`config.mk`:
```
export PLATFORM = sky130hd
export DESIGN_NAME = instr_fetch
export DESIGN_NICKNAME = d
export VERILOG_FILES = /design/src/rtl/instr_fetch.sv
export SDC_FILE = /design/constraint.sdc
export NUM_CORES = 1
export LEC_CHECK = 0
export CAP_MARGIN = 25
export CORE_ASPECT_RATIO = 1.2
export CORE_UTILIZATION = 57
export CTS_BUF_LIST = sky130_fd_sc_hd__clkbuf_8
export CTS_CLUSTER_SIZE = 40
export DETAILED_ROUTE_END_ITERATION = 8
export PLACE_DENSITY = 0.94
export SETUP_SLACK_MARGIN = 0.3
export SYNTH_ARGS = -nofsm -noshare
export SYNTH_HDL_FRONTEND = slang
export SYNTH_SLANG_ARGS = --single-unit
```
`constraint.sdc`:
```
create_clock -name clk -period 2.5 [get_ports clk]
set_input_delay 0.5 -clock clk [delete_from_list [all_inputs] [get_ports clk]]
set_output_delay 0.5 -clock clk [all_outputs]
set_load 0.03 [all_outputs]
```
`src/rtl/instr_fetch.sv`:
```
// Instruction fetch stage: PC sequencer driving a synchronous-read imem port, plus a prefetch FIFO feeding the decoder.
// Optional macro FETCH_ALIGN_CHK_EN: misaligned redirects are rejected and flagged on a sticky fetch_misalign output.
module instr_fetch #(
    parameter int unsigned     XLEN       = 32,
    parameter int unsigned     FIFO_DEPTH = 4,
    parameter logic [XLEN-1:0] RESET_PC   = 32'h0000_0000
) (
    input  logic            clk,
    input  logic            reset,
    output logic            imem_req,
    output logic [XLEN-1:0] imem_addr,
    input  logic [XLEN-1:0] imem_rdata,
    output logic [XLEN-1:0] instr,
    output logic [XLEN-1:0] instr_pc,
    output logic            instr_valid,
    input  logic            next_instr,
    input  logic            redirect_valid,
    input  logic [XLEN-1:0] redirect_pc
`ifdef FETCH_ALIGN_CHK_EN
    ,
    output logic            fetch_misalign
`endif
);
    localparam int unsigned     PW        = $clog2(FIFO_DEPTH);
    localparam int unsigned     CW        = PW + 1;
    localparam logic [CW:0]     DEPTH_OCC = (CW+1)'(FIFO_DEPTH);
    localparam logic [CW-1:0]   DEPTH_CNT = CW'(FIFO_DEPTH);

    typedef enum logic [1:0] {IDLE, RUN, FLUSH} state_t;

    state_t          state;
    logic [XLEN-1:0] pc;
    logic [XLEN-1:0] inflight_pc;
    logic            inflight;
    logic [XLEN-1:0] fifo_instr [FIFO_DEPTH];
    logic [XLEN-1:0] fifo_pc    [FIFO_DEPTH];
    logic [PW-1:0]   rd_ptr;
    logic [PW-1:0]   wr_ptr;
    logic [CW-1:0]   count;
    logic [CW:0]     occupancy;
    logic [XLEN-1:0] redirect_target;
    logic            redirect_take;
    logic            push;
    logic            pop;

`ifdef FETCH_ALIGN_CHK_EN
    assign redirect_take = redirect_valid && (state != IDLE) && (redirect_pc[1:0] == 2'b00);
`else
    assign redirect_take = redirect_valid && (state != IDLE);
`endif

    assign redirect_target = redirect_pc & ~XLEN'(3);
    // Reserve a FIFO slot for the read in flight so a returning word always has room.
    assign occupancy   = {1'b0, count} + {{CW{1'b0}}, inflight};
    assign imem_req    = (state == RUN) && !redirect_take && (occupancy < DEPTH_OCC);
    assign imem_addr   = pc & ~XLEN'(3);
    assign push        = inflight && !redirect_take;
    assign pop         = next_instr && instr_valid && !redirect_take;
    assign instr_valid = (count != '0);
    assign instr       = fifo_instr[rd_ptr];
    assign instr_pc    = fifo_pc[rd_ptr];

    always_ff @(posedge clk) begin
        if (reset) begin
            state       <= IDLE;
            pc          <= RESET_PC;
            inflight    <= 1'b0;
            inflight_pc <= '0;
            rd_ptr      <= '0;
            wr_ptr      <= '0;
            count       <= '0;
            fifo_instr  <= '{default: '0};
            fifo_pc     <= '{default: '0};
        end else begin
            inflight <= imem_req;
            if (imem_req) begin
                pc          <= pc + XLEN'(4);
                inflight_pc <= imem_addr;
            end
            if (push) begin
                fifo_instr[wr_ptr] <= imem_rdata;
                fifo_pc[wr_ptr]    <= inflight_pc;
                wr_ptr             <= wr_ptr + PW'(1);
            end
            if (pop)
                rd_ptr <= rd_ptr + PW'(1);
            if (push && !pop)
                count <= count + CW'(1);
            else if (pop && !push)
                count <= count - CW'(1);

            case (state)
                IDLE:    state <= RUN;
                RUN:     state <= RUN;
                FLUSH:   state <= RUN;
                default: state <= IDLE;
            endcase

            // Redirect overrides everything above: flush, drop any response, restart at the new PC.
            if (redirect_take) begin
                state  <= FLUSH;
                pc     <= redirect_target;
                rd_ptr <= '0;
                wr_ptr <= '0;
                count  <= '0;
            end

            assert (!(push && !pop && (count == DEPTH_CNT)));
        end
    end

`ifdef FETCH_ALIGN_CHK_EN
    always_ff @(posedge clk) begin
        if (reset)
            fetch_misalign <= 1'b0;
        else if (redirect_valid && (state != IDLE) && (redirect_pc[1:0] != 2'b00))
            fetch_misalign <= 1'b1;
    end
`endif

endmodule

```
==> implementation parameters <==
Parameter                              Value

Hold path
  Number of stages on the worst hold path ... 2
  Beginning of the worst hold path ... fifo_instr[100]
  Sink of the worst hold path ... fifo_instr[100]
  Hold Crit Class ... flip-flop to flip-flop

Floorplan
  Width of the die ... 140 um
  Vertical die dimension ... 168 um
  Core area ... 22,400 sq um
  Number of placement rows ... 60
  Initial core utilization ... 58.3%
  Area of the die ... 23,600 sq um
  I/O pin cnt ... 166

Route
  Vias post-DR ... 12,763
  Number of violations reported at the end of detailed-routing iteration 0 ... 1,264
  Via-per-instance ratio ... 6.24
  WL final ... 41,800 um
  Count of nets left with antenna violations after detail routing ... 0
  Average wire per standard cell ... 20.5 um
  Remaining routing DRC violations ... 0
  Router iterations before antenna repair ... 6

Logic synthesis
  Sequential fraction of the synthesis area ... 48.6%
  Cell area after synthesis ... 13,100 sq um
  Number of synthesized register bits ... 318
  Mean area per synthesized cell ... 8.43 sq um
  Distinct cell type count after synthesis ... 45
  Synth warn ... 0
  Fraction of synthesis flops using an asynchronous set or reset pin ... 0%
  Post-synth top flop ... dfxtp_1
  Yosys top cell area share ... 48.6%
  Number of flops mapped to enable cells by yosys ... 0
  Main area contributors after synthesis ... dfxtp_1 49%, nand2_1 17%, a21oi_1 11%
  Number of standard cells after synthesis ... 1,554
  Synth area leader ... dfxtp_1

Critical path
  Nature of the critical path endpoint ... primary output
  R2R depth ... 9
  FF-to-FF setup slack ... 0.27 ns
  Gate family responsible for the most delay along the worst path ... buffers and inverters
  Largest incremental delay on the critical path ... 0.51 ns
  Startpoint type of the worst setup path ... flip-flop
  Critical path fanouts, max ... 7
  R2r endpoint ... count[2]
  Data arrival, critical path ... 2.01 ns
  Crit Reg-Reg Startpoint ... count[0]
  CP bufs+invs ... 4
  Required @ worst endpoint ... 2.00 ns
  Crit-path cells ... buf_12, buf_12, buf_16, mux4_2, buf_6
  Start-to-end type of the worst setup path ... flip-flop to primary output
  Cell with the largest stage delay on the worst path ... mux4_2
  Worst path most repeated cell ... buf_12

Global routing
  Global router's overall resource usage ... 34.6%
  Vias in the first global route ... 12,669
  Number of antenna violations at the first check in global routing ... 0
  Overflow left after global routing ... 0
  Largest net degree at the start of global routing ... 104
  Global-route wire length before repair ... 65,000 um

Layout
  Layout cell share with drive strength beyond 1 ... 18.2%
  Number of antenna repair diodes ... 0
  Core occupancy in the finished layout ... 75.3%
  Leading cell type in the layout, fill and taps excluded ... nand2_1
  Filler cells ... 1,362
  Layout area overhead ... 29.0%
  Commonest cells after routing, fill and taps aside ... 579 x nand2_1, 309 x dfxtp_1, 290 x a21oi_1
  Total number of nets in the final design ... 1,803
  Final cell count without fillers ... 2,044

Clock network
  Sinks on the clock net ... 318
  TritonCTS clock tree ... done
  Longest Clk Path Bufs ... 3
  Worst-path clk slew ... 0.07 ns
  Num CTS Buffers ... 46
  Later-pin clock latency in the skew report ... 0.58 ns
  Buffer type at the clock tree root ... clkbuf_8
  H-tree Lvls ... 2

Power
  Power share of the sequential group ... 48.7%
  Switching Share ... 25.3%
  Cell internal pwr ... 0.00804 W
  Leakage power summed over all cells ... 5.97 nW
  Switching power of the nets ... 0.00273 W
  Maximum vdd drop ... 0.450 mV
  Combinational power share ... 10.6%
  Total power ... 0.0108 W
  Clock network fraction of total power ... 40.7%
  Pwr dens ... 637 nW/um^2

STA
  Final setup viols ... 4
  Final Hold Violating Endpoints ... 0
  Setup repair after global routing missed its margin ... true
  Final setup margin ... -0.00526 ns
  Worst Skew ... 0.0214 ns
  Achievable clock frequency ... 399 MHz
  Worst max-slew margin expressed relative to the limit ... 66.1%
  Slew at the pin with the worst max-slew slack ... 0.504 ns
  Total count of max-transition violations in the final report ... 0
  Tmin final ... 2.51 ns
  Post-route fraction of the period consumed by the critical path ... 100%

Status
  Run status ... finished, violations left
  Failing checks ... negative setup slack

Job
  Max-cap check violation count ... 0

Placed design
  Weighted congestion reported at the end of routability-driven placement ... 0.949
  Port Buf Inserts ... 159
  Dpl hpwl ... 22,900 um
  Total placed cells including tap cells ... 1,927
-- how the worst max path moves through the flow --
stage          cells past startpoint  slack (ns)           end            from
2_1_floorplan                      9        0.23      count[2]  redirect_valid
3_3_place_gp                       6       -0.12        pc[26]  redirect_valid
3_5_place_dp                      10       -0.20      count[2]  redirect_valid
4_1_cts                            5       0.009  instr_pc[26]       rd_ptr[0]
5_1_grt                            5       -0.03  instr_pc[26]       rd_ptr[0]
6_report                           5      -0.005  instr_pc[26]       rd_ptr[0]
-- repair_timing --
item                       in CTS  in global routing
setup endpoints to repair      90                 72
cloned                          5                  2
resized for setup             468                 46
buffers inserted               24                  1
hold buffers                    0                  0
pin swaps                       5                  1
-- per-layer routing --
metal | vias up | part of all wire [%] | track usage [%]
li1 | 5617 | - | -
met3 | 218 | 11 | 6.83
met2 | 949 | 49 | 58.0
met5 | - | 0 | 0
met4 | 0 | 5.7 | 21.4
met1 | 5979 | 35 | 40.8
-- synthesized netlist by cell type (all sizes together), types with 4 or more instances --
cell,n
a21oi,291
nand2,584
nand4,10
clkbuf,110
xor2,14
and3,15
nand3,12
and4,4
mux4,62
a31oi,8
o211ai,6
buf,16
dfxtp,318
o21ai,6
nor2,25
a211oi,13
inv,7
nor4,4
xnor2,6
ha,6
or3,9
-- stage by stage --
stage	setup TNS (ns)	setup slack [ns]	cell area, sq um	hold slack, ns
6_report	-0.0132	-0.00526	16900	0.453
5_1_grt	-0.317	-0.0318	16900	0.450
2_1_floorplan	0	0.228	13100	0.433
4_1_cts	0	0.00866	16700	0.421
3_5_place_dp	-1.21	-0.205	15200	0.445
3_3_place_gp	-0.632	-0.125	15200	0.438
-- area by class of cell --
class | count | area [sq um] | area share, %
well taps | 279 | 349 | 2.07
repair buffers | 249 | 2850 | 16.9
clock inverters | 25 | 164 | 0.970
clock buffers | 60 | 826 | 4.89
multi-input cells | 1106 | 6280 | 37.2
flip-flops and latches | 318 | 6390 | 37.8
inverters | 7 | 28.8 | 0.170
-- power by group through the flow --
| stage | logic (W) | clock network (W) | registers [W] |
|---|---|---|---|
| final | 0.00114 | 0.00438 | 0.00524 |
| after detailed placement | 0.000952 | 0 | 0.00535 |
| after floorplan | 0.000473 | 0 | 0.00539 |
| after global routing | 0.00120 | 0.00463 | 0.00525 |
| after global placement | 0.000935 | 0 | 0.00535 |
| after CTS | 0.00109 | 0.00435 | 0.00524 |
-- worst min-delay path: stages, from the launching register on --
cell	delay [ns]
dfxtp_1	0.31
nand2_1	0.05
a21oi_1	0.05
-- registers in the layout, summed over array words and instances (netlist names) --
register,flops
count,3
fifo_instr,128
fifo_pc,120
inflight,1
inflight_pc,30
pc,30
rd_ptr,2
state,2
wr_ptr,2
-- kinds of logic (layout without fill, tap and decap cells) --
kind of cell	count (synthesis)	count (layout)	synth area share, %
compound gates	333	333	13.4
other cells	1	4	0.0286
flops	318	318	48.6
simple gates	675	675	20.8
mux	67	67	11.1
buf+inv	133	341	4.00
fa+ha+maj	7	7	0.726
xor+xnor	20	20	1.34
No activity file was read; power rests on OpenSTA's default activity.
